--- src/rtl/aes_pkg.sv ---
// rtl/aes_pkg.sv - shared AES-128 constants, FSM encoding and S-box helpers
package aes_pkg;

    localparam int AES_DATA_W = 128;
    localparam int AES_NR     = 10;

    typedef enum logic [1:0] {
        ST_IDLE = 2'd0,
        ST_RUN  = 2'd1,
        ST_DONE = 2'd2
    } state_e;

    localparam logic [7:0] RCON [0:9] = '{
        8'h01, 8'h02, 8'h04, 8'h08, 8'h10, 8'h20, 8'h40, 8'h80, 8'h1b, 8'h36
    };

    // Forward S-box, entry 0 in the most significant byte.
    localparam logic [2047:0] SBOX_TBL = {
        128'h637c777bf26b6fc53001672bfed7ab76,
        128'hca82c97dfa5947f0add4a2af9ca472c0,
        128'hb7fd9326363ff7cc34a5e5f171d83115,
        128'h04c723c31896059a071280e2eb27b275,
        128'h09832c1a1b6e5aa0523bd6b329e32f84,
        128'h53d100ed20fcb15b6acbbe394a4c58cf,
        128'hd0efaafb434d338545f9027f503c9fa8,
        128'h51a3408f929d38f5bcb6da2110fff3d2,
        128'hcd0c13ec5f974417c4a77e3d645d1973,
        128'h60814fdc222a908846eeb814de5e0bdb,
        128'he0323a0a4906245cc2d3ac629195e479,
        128'he7c8376d8dd54ea96c56f4ea657aae08,
        128'hba78252e1ca6b4c6e8dd741f4bbd8b8a,
        128'h703eb5664803f60e613557b986c11d9e,
        128'he1f8981169d98e949b1e87e9ce5528df,
        128'h8ca1890dbfe6426841992d0fb054bb16
    };

    function automatic logic [7:0] sbox(input logic [7:0] b);
        return SBOX_TBL[8*(255 - int'(b)) +: 8];
    endfunction

    function automatic logic [31:0] sub_word(input logic [31:0] w);
        return {sbox(w[31:24]), sbox(w[23:16]), sbox(w[15:8]), sbox(w[7:0])};
    endfunction

    function automatic logic [31:0] rot_word(input logic [31:0] w);
        return {w[23:0], w[31:24]};
    endfunction

    // Round r uses RCON[r-1]; anything outside 1..10 yields zero.
    function automatic logic [7:0] rcon_of(input logic [3:0] rnd);
        logic [7:0] r;
        r = 8'h00;
        if (rnd >= 4'd1 && rnd <= 4'd10) begin
            r = RCON[int'(rnd) - 1];
        end
        return r;
    endfunction

endpackage

--- src/rtl/aes_key_step.sv ---
// rtl/aes_key_step.sv - one combinational AES-128 key-schedule step
module aes_key_step
    import aes_pkg::*;
(
    input  logic [127:0] key_in,
    input  logic [7:0]   rcon,
    output logic [127:0] key_out
);

    logic [31:0] w0, w1, w2, w3;
    logic [31:0] temp;
    logic [31:0] n0, n1, n2, n3;

    assign w0 = key_in[127:96];
    assign w1 = key_in[95:64];
    assign w2 = key_in[63:32];
    assign w3 = key_in[31:0];

    assign temp = sub_word(rot_word(w3)) ^ {rcon, 24'h000000};

    assign n0 = w0 ^ temp;
    assign n1 = w1 ^ n0;
    assign n2 = w2 ^ n1;
    assign n3 = w3 ^ n2;

    assign key_out = {n0, n1, n2, n3};

endmodule

--- src/rtl/aes_round_ctrl.sv ---
// rtl/aes_round_ctrl.sv - iterative AES-128 encryption sequencer
// Drives an external round datapath one round per cycle and holds the result.
module aes_round_ctrl
    import aes_pkg::*;
#(
    parameter int DATA_W = AES_DATA_W,
    parameter int NR     = AES_NR
) (
    input  logic              clk,
    input  logic              rst_n,
    input  logic              in_valid,
    output logic              in_ready,
    input  logic [DATA_W-1:0] in_pt,
    input  logic [DATA_W-1:0] in_key,
    output logic              out_valid,
    input  logic              out_ready,
    output logic [DATA_W-1:0] out_ct,
    output logic [DATA_W-1:0] rnd_state,
    output logic [DATA_W-1:0] rnd_key,
    output logic              rnd_last,
    input  logic [DATA_W-1:0] rnd_result,
    output logic              busy
);

    state_e            fsm_q, fsm_d;
    logic [DATA_W-1:0] state_q, state_d;
    logic [DATA_W-1:0] key_q, key_d;
    logic [3:0]        rnd_q, rnd_d;
    logic [DATA_W-1:0] step_key;
    logic              last_round;

    aes_key_step u_key_step (
        .key_in  (key_q),
        .rcon    (rcon_of(rnd_q)),
        .key_out (step_key)
    );

    assign last_round = (rnd_q == 4'(NR));

    always_comb begin
        fsm_d     = fsm_q;
        state_d   = state_q;
        key_d     = key_q;
        rnd_d     = rnd_q;
        rnd_key   = key_q;
        rnd_last  = 1'b0;
        case (fsm_q)
            ST_IDLE: begin
                if (in_valid) begin
                    state_d = in_pt ^ in_key;
                    key_d   = in_key;
                    rnd_d   = 4'd1;
                    fsm_d   = ST_RUN;
                end
            end
            ST_RUN: begin
                rnd_key  = step_key;
                rnd_last = last_round;
                state_d  = rnd_result;
                key_d    = step_key;
                // rnd_q stays at NR in DONE so it never wraps.
                if (last_round) begin
                    fsm_d = ST_DONE;
                end else begin
                    rnd_d = rnd_q + 4'd1;
                end
            end
            ST_DONE: begin
                if (out_ready) begin
                    fsm_d = ST_IDLE;
                end
            end
            default: begin
                fsm_d = ST_IDLE;
            end
        endcase
    end

    always_ff @(posedge clk or negedge rst_n) begin
        if (!rst_n) begin
            fsm_q   <= ST_IDLE;
            state_q <= '0;
            key_q   <= '0;
            rnd_q   <= 4'd0;
        end else begin
            fsm_q   <= fsm_d;
            state_q <= state_d;
            key_q   <= key_d;
            rnd_q   <= rnd_d;
        end
    end

    assign in_ready  = (fsm_q == ST_IDLE);
    assign out_valid = (fsm_q == ST_DONE);
    assign busy      = (fsm_q == ST_RUN);
    assign out_ct    = state_q;
    assign rnd_state = state_q;

endmodule
--- config.mk ---
export PLATFORM = sky130hd
export DESIGN_NAME = aes_round_ctrl
export DESIGN_NICKNAME = d
export VERILOG_FILES = /design/src/rtl/aes_pkg.sv /design/src/rtl/aes_key_step.sv /design/src/rtl/aes_round_ctrl.sv
export SDC_FILE = /design/constraint.sdc
export NUM_CORES = 2
export LEC_CHECK = 0
export CAP_MARGIN = 20
export CORE_AREA = 4 4 302 304
export DETAILED_ROUTE_END_ITERATION = 8
export DIE_AREA = 0 0 306 308
export HOLD_SLACK_MARGIN = 0.05
export PLACE_DENSITY = 0.68
export SYNTH_ARGS = -nofsm -noshare
export SYNTH_HDL_FRONTEND = slang
export SYNTH_SLANG_ARGS = --single-unit
--- constraint.sdc ---
create_clock -name clk -period 5.3 [get_ports clk]
set_clock_uncertainty 0.15 [all_clocks]
set_input_delay 0.53 -clock clk [delete_from_list [all_inputs] [get_ports clk]]
set_output_delay 0.53 -clock clk [all_outputs]
set_load 0.05 [all_outputs]
==> results.txt <==
----------------------------------------------------
[Route]
  Pre-antenna DRT Iters ... 7
  Overall via count from detail_route ... about 40k
  Total routed wirelength ... roughly 190000 µm
  Post-route antenna net violation count ... 0
  Final routed wire length divided by cell count ... ~32 µm
  DRC violations left ... 0
  First-iteration detailed-routing DRC count ... about 6k
  Detailed-route vias per instance ... about 6.6

[GRT]
  Number of global-route vias before repair ... between 30k and 40k
  Met1 usage in global routing ... about half
  Wire length of the first global-routing pass ... between 200000 and 300000 µm
  Antenna violations before repair ... 7
  Final global-route overflow total ... 0
  Grt met2 use ... 57.4%
  Highest-utilization routing layer at the global route stage ... met2
  Global routing met3 resource utilization ... around an eighth
  Maximum number of pins on one net before global-route repair ... between 150 and 200
  Total GRT Usage ... around two fifths

[Floorplanning]
  Number of ports placed on the die boundary ... 776
  Die H ... between 300 and 400 µm
  Area of the die ... roughly 94000 µm²
  Core outline area ... a little under 90000 µm²
  Site Rows ... 109
  Initial standard-cell utilization of the core ... 37.0%
  DIE WIDTH ... roughly 310 µm

[Final layout]
  Area Overhead vs Synth ... 35.9%
  Number of fill cells ... approximately 8.5k
  Most frequent cells in the layout ... sky130_fd_sc_hd__clkdlybuf4s50_1 (644), sky130_fd_sc_hd__a21oi_1 (355), sky130_fd_sc_hd__buf_4 (349)
  Fraction of layout instances using a drive strength above 1 ... around 15%
  Count of nets after finishing ... 5285
  Most common cell after layout, fill and taps aside ... sky130_fd_sc_hd__clkdlybuf4s50_1
  Final core utilization ... about half

[STA]
  Post-route fraction of the period consumed by the critical path ... 98.0%
  Transition time of the tightest slew-check pin ... about 1.1 ns
  Max frequency ... about 0.19 GHz
  # setup viols final ... 0
  Fin. Hold Viols ... 0
  Max-slew violations ... 0
  Clock period minus final worst setup slack ... 5.19 ns
  Tightest slew margin relative to the limit ... 24.3%
  RSZ-0062 raised after global routing ... true

[Clock tree]
  Max clock buf depth ... 3
  Root buffer cell ... sky130_fd_sc_hd__clkbuf_16
  CTS sink count ... about 260
  Worst-skew pair later-pin latency ... between 0.5 and 0.6 ns
  Count of H-tree levels built during CTS ... 2
  Post-CTS clock slew at the launch and capture registers of the worst setup and hold paths ... around 0.060 ns
  Clock tree from TritonCTS ... built
  Cts bufs inserted ... 36

[Yosys]
  Syn Nets ... roughly 4.7k
  Synth Warn # ... 0
  Count of cell types in the netlist ... between 100 and 150
  Synthesized flop and latch total ... between 200 and 300
  Share of flip-flops with an asynchronous set or reset ... 100%
  Post-synthesis instance area ... ~33000 µm²
  Number of instances in the synthesized netlist ... between 4k and 5k
  Leading register cell type out of synthesis ... sky130_fd_sc_hd__dfrtp_1
  Post-Syn Area per Cell ... between 7 and 8 µm²
  Number of enable-type register cells in the synthesized netlist ... 0
  Post-synthesis sequential area ratio ... 20.1%

[Critical path]
  Category of the critical setup timing path ... flip-flop to output pin
  Required time worst endpoint ... between 4 and 5 ns
  Kind of start point of the critical path ... flip-flop
  Setup crit end kind ... output pin
  Critical Path AT ... around 4.5 ns
  Worst-path fanout max ... 58

[Job]
  Number of maximum-capacitance constraint violations ... 0

[Worst hold path]
  Worst hold-check path type ... primary input to flip-flop

[Placed design]
  Port Buffer Count ... 775
  HPWL after DPL ... ~140000 µm
  GPL Wtd Cong ... about 1.1

[Run status]
  Outcome ... finished, final reports clean

----------------------------------------------------
==> logic make-up (layout without fill, tap and decap cells) <==
family                   Yosys count  count (layout)  synth area share, %
AO/OA/AOI/OAI                   1589            1589                 32.7
XOR/XNOR                         375             375                 11.2
adder cells (fa/ha/maj)           67              67                 2.57
buffers and inverters            669            1262                 10.2
flip-flops                       262             262                 20.1
multiplexers                     114             114                 5.15
other                              0               7                    0
AND/OR/NAND/NOR                 1186            1186                 18.1
==> metrics by stage <==
stage	hold slack (ns)	TNS [ns]	setup WS [ns]	std cells	cell area [µm²]
2_1_floorplan	0.0844	0	0.436	4262	32700
3_3_place_gp	0.362	0	0.239	5950	43000
3_5_place_dp	0.384	0	0.264	5950	43000
4_1_cts	0.357	0	0.000149	6014	44200
5_1_grt	0.376	-0.0491	-0.0299	6021	44400
6_report	0.376	0	0.106	6027	44400
==> path summary, 6_finish.rpt <==
path                       startpoint          end  slack, ns  depth (start not counted)
max                         key_q[10]  rnd_key[53]       0.11                         11
min                         out_ready     fsm_q[1]       0.38                          2
max reg2reg                  key_q[1]    key_q[14]       1.27                         12
min reg2reg                key_q[125]   key_q[125]       0.39                          1
max in group asynchronous       rst_n    key_q[25]       3.43                          3
min in group asynchronous       rst_n   out_ct[87]       0.41                          2
==> routing by layer <==
metal  wire, µm  up-vias
li1           -    17000
met1      75500    19500
met2      82100     2844
met3      23000      480
met4      11700        4
met5         28        -
==> flip-flops by register name, indices dropped and copies added, names as in the netlist <==
| register | count |
|---|---|
| fsm_q | 2 |
| key_q | 128 |
| out_ct | 128 |
| rnd_q | 4 |
==> synthesized netlist by cell type (15+ instances only) <==
master	instances	area share, %
sky130_fd_sc_hd__a21oi_1	355	5.4
sky130_fd_sc_hd__o22ai_1	323	6.2
sky130_fd_sc_hd__nand2_1	307	3.5
sky130_fd_sc_hd__clkbuf_1	262	3.0
sky130_fd_sc_hd__dfrtp_1	262	20
sky130_fd_sc_hd__nor2_1	258	3.0
sky130_fd_sc_hd__o21ai_0	200	3.1
sky130_fd_sc_hd__xor2_1	195	5.2
sky130_fd_sc_hd__buf_4	157	3.6
sky130_fd_sc_hd__xnor2_1	153	4.1
sky130_fd_sc_hd__buf_2	132	2.0
sky130_fd_sc_hd__nand3_1	105	1.6
sky130_fd_sc_hd__nor2b_1	97	1.9
sky130_fd_sc_hd__nor3_1	89	1.4
sky130_fd_sc_hd__nand2b_1	87	1.7
sky130_fd_sc_hd__o211ai_1	69	1.6
sky130_fd_sc_hd__ha_1	67	2.6
sky130_fd_sc_hd__a31oi_1	62	1.2
sky130_fd_sc_hd__mux2i_1	58	1.8
sky130_fd_sc_hd__a211oi_1	52	1.2
sky130_fd_sc_hd__inv_1	50	0.57
sky130_fd_sc_hd__buf_1	49	0.56
sky130_fd_sc_hd__o22a_1	46	1.2
sky130_fd_sc_hd__o31ai_1	43	0.99
sky130_fd_sc_hd__a311oi_1	42	1.1
sky130_fd_sc_hd__mux4_2	42	2.9
sky130_fd_sc_hd__o311ai_0	40	1.1
sky130_fd_sc_hd__and3_1	37	0.71
sky130_fd_sc_hd__a22oi_1	36	0.83
sky130_fd_sc_hd__and2_1	31	0.59
sky130_fd_sc_hd__o221ai_1	27	0.72
sky130_fd_sc_hd__or3_1	27	0.52
sky130_fd_sc_hd__or2_2	26	0.50
sky130_fd_sc_hd__a221o_1	24	0.74
sky130_fd_sc_hd__a221oi_1	23	0.62
sky130_fd_sc_hd__nand4_1	23	0.44
sky130_fd_sc_hd__a21o_1	20	0.46
sky130_fd_sc_hd__nor3b_1	19	0.44
sky130_fd_sc_hd__a2111oi_0	16	0.43
sky130_fd_sc_hd__a311o_1	16	0.49
sky130_fd_sc_hd__nor4_1	16	0.31
sky130_fd_sc_hd__a211o_1	15	0.40
sky130_fd_sc_hd__o21a_1	15	0.34
==> cell type report <==
class | instances | area [µm²] | area share, %
multi-input cells | 3331 | 23000 | 51.7
repair buffers | 1141 | 12000 | 27.0
flip-flops and latches | 262 | 6590 | 14.8
well taps | 1165 | 1460 | 3.28
clock buffers | 51 | 1040 | 2.33
inverters | 58 | 234 | 0.527
clock inverters | 12 | 105 | 0.237
diodes | 7 | 17.5 | 0.0394
==> timing repair <==
| item | CTS | global route |
|---|---|---|
| endpoints found under the hold margin | 82 | 0 |
| setup buffers | 0 | 6 |
| hold buffers | 1 | 0 |
| endpoints found under the setup margin | 13 | 44 |
| resized for setup | 11 | 39 |
| pin swaps | 0 | 0 |
==> critical path, stage by stage, from the launching register on <==
cell                       delay, ns
sky130_fd_sc_hd__dfrtp_2        0.67
sky130_fd_sc_hd__buf_12         0.30
sky130_fd_sc_hd__nand2b_1       0.45
sky130_fd_sc_hd__a21oi_1        0.26
sky130_fd_sc_hd__o311ai_0       0.46
sky130_fd_sc_hd__o21a_1         0.23
sky130_fd_sc_hd__a21oi_1        0.07
sky130_fd_sc_hd__and4b_1        0.63
sky130_fd_sc_hd__xor2_1         0.20
sky130_fd_sc_hd__nand2_1        0.09
sky130_fd_sc_hd__xnor2_1        0.33
sky130_fd_sc_hd__buf_12         0.19
Power is left out: the tool's default activity adds up to more than one toggle a clock period on the data nets, which glitch-free logic cannot reach.
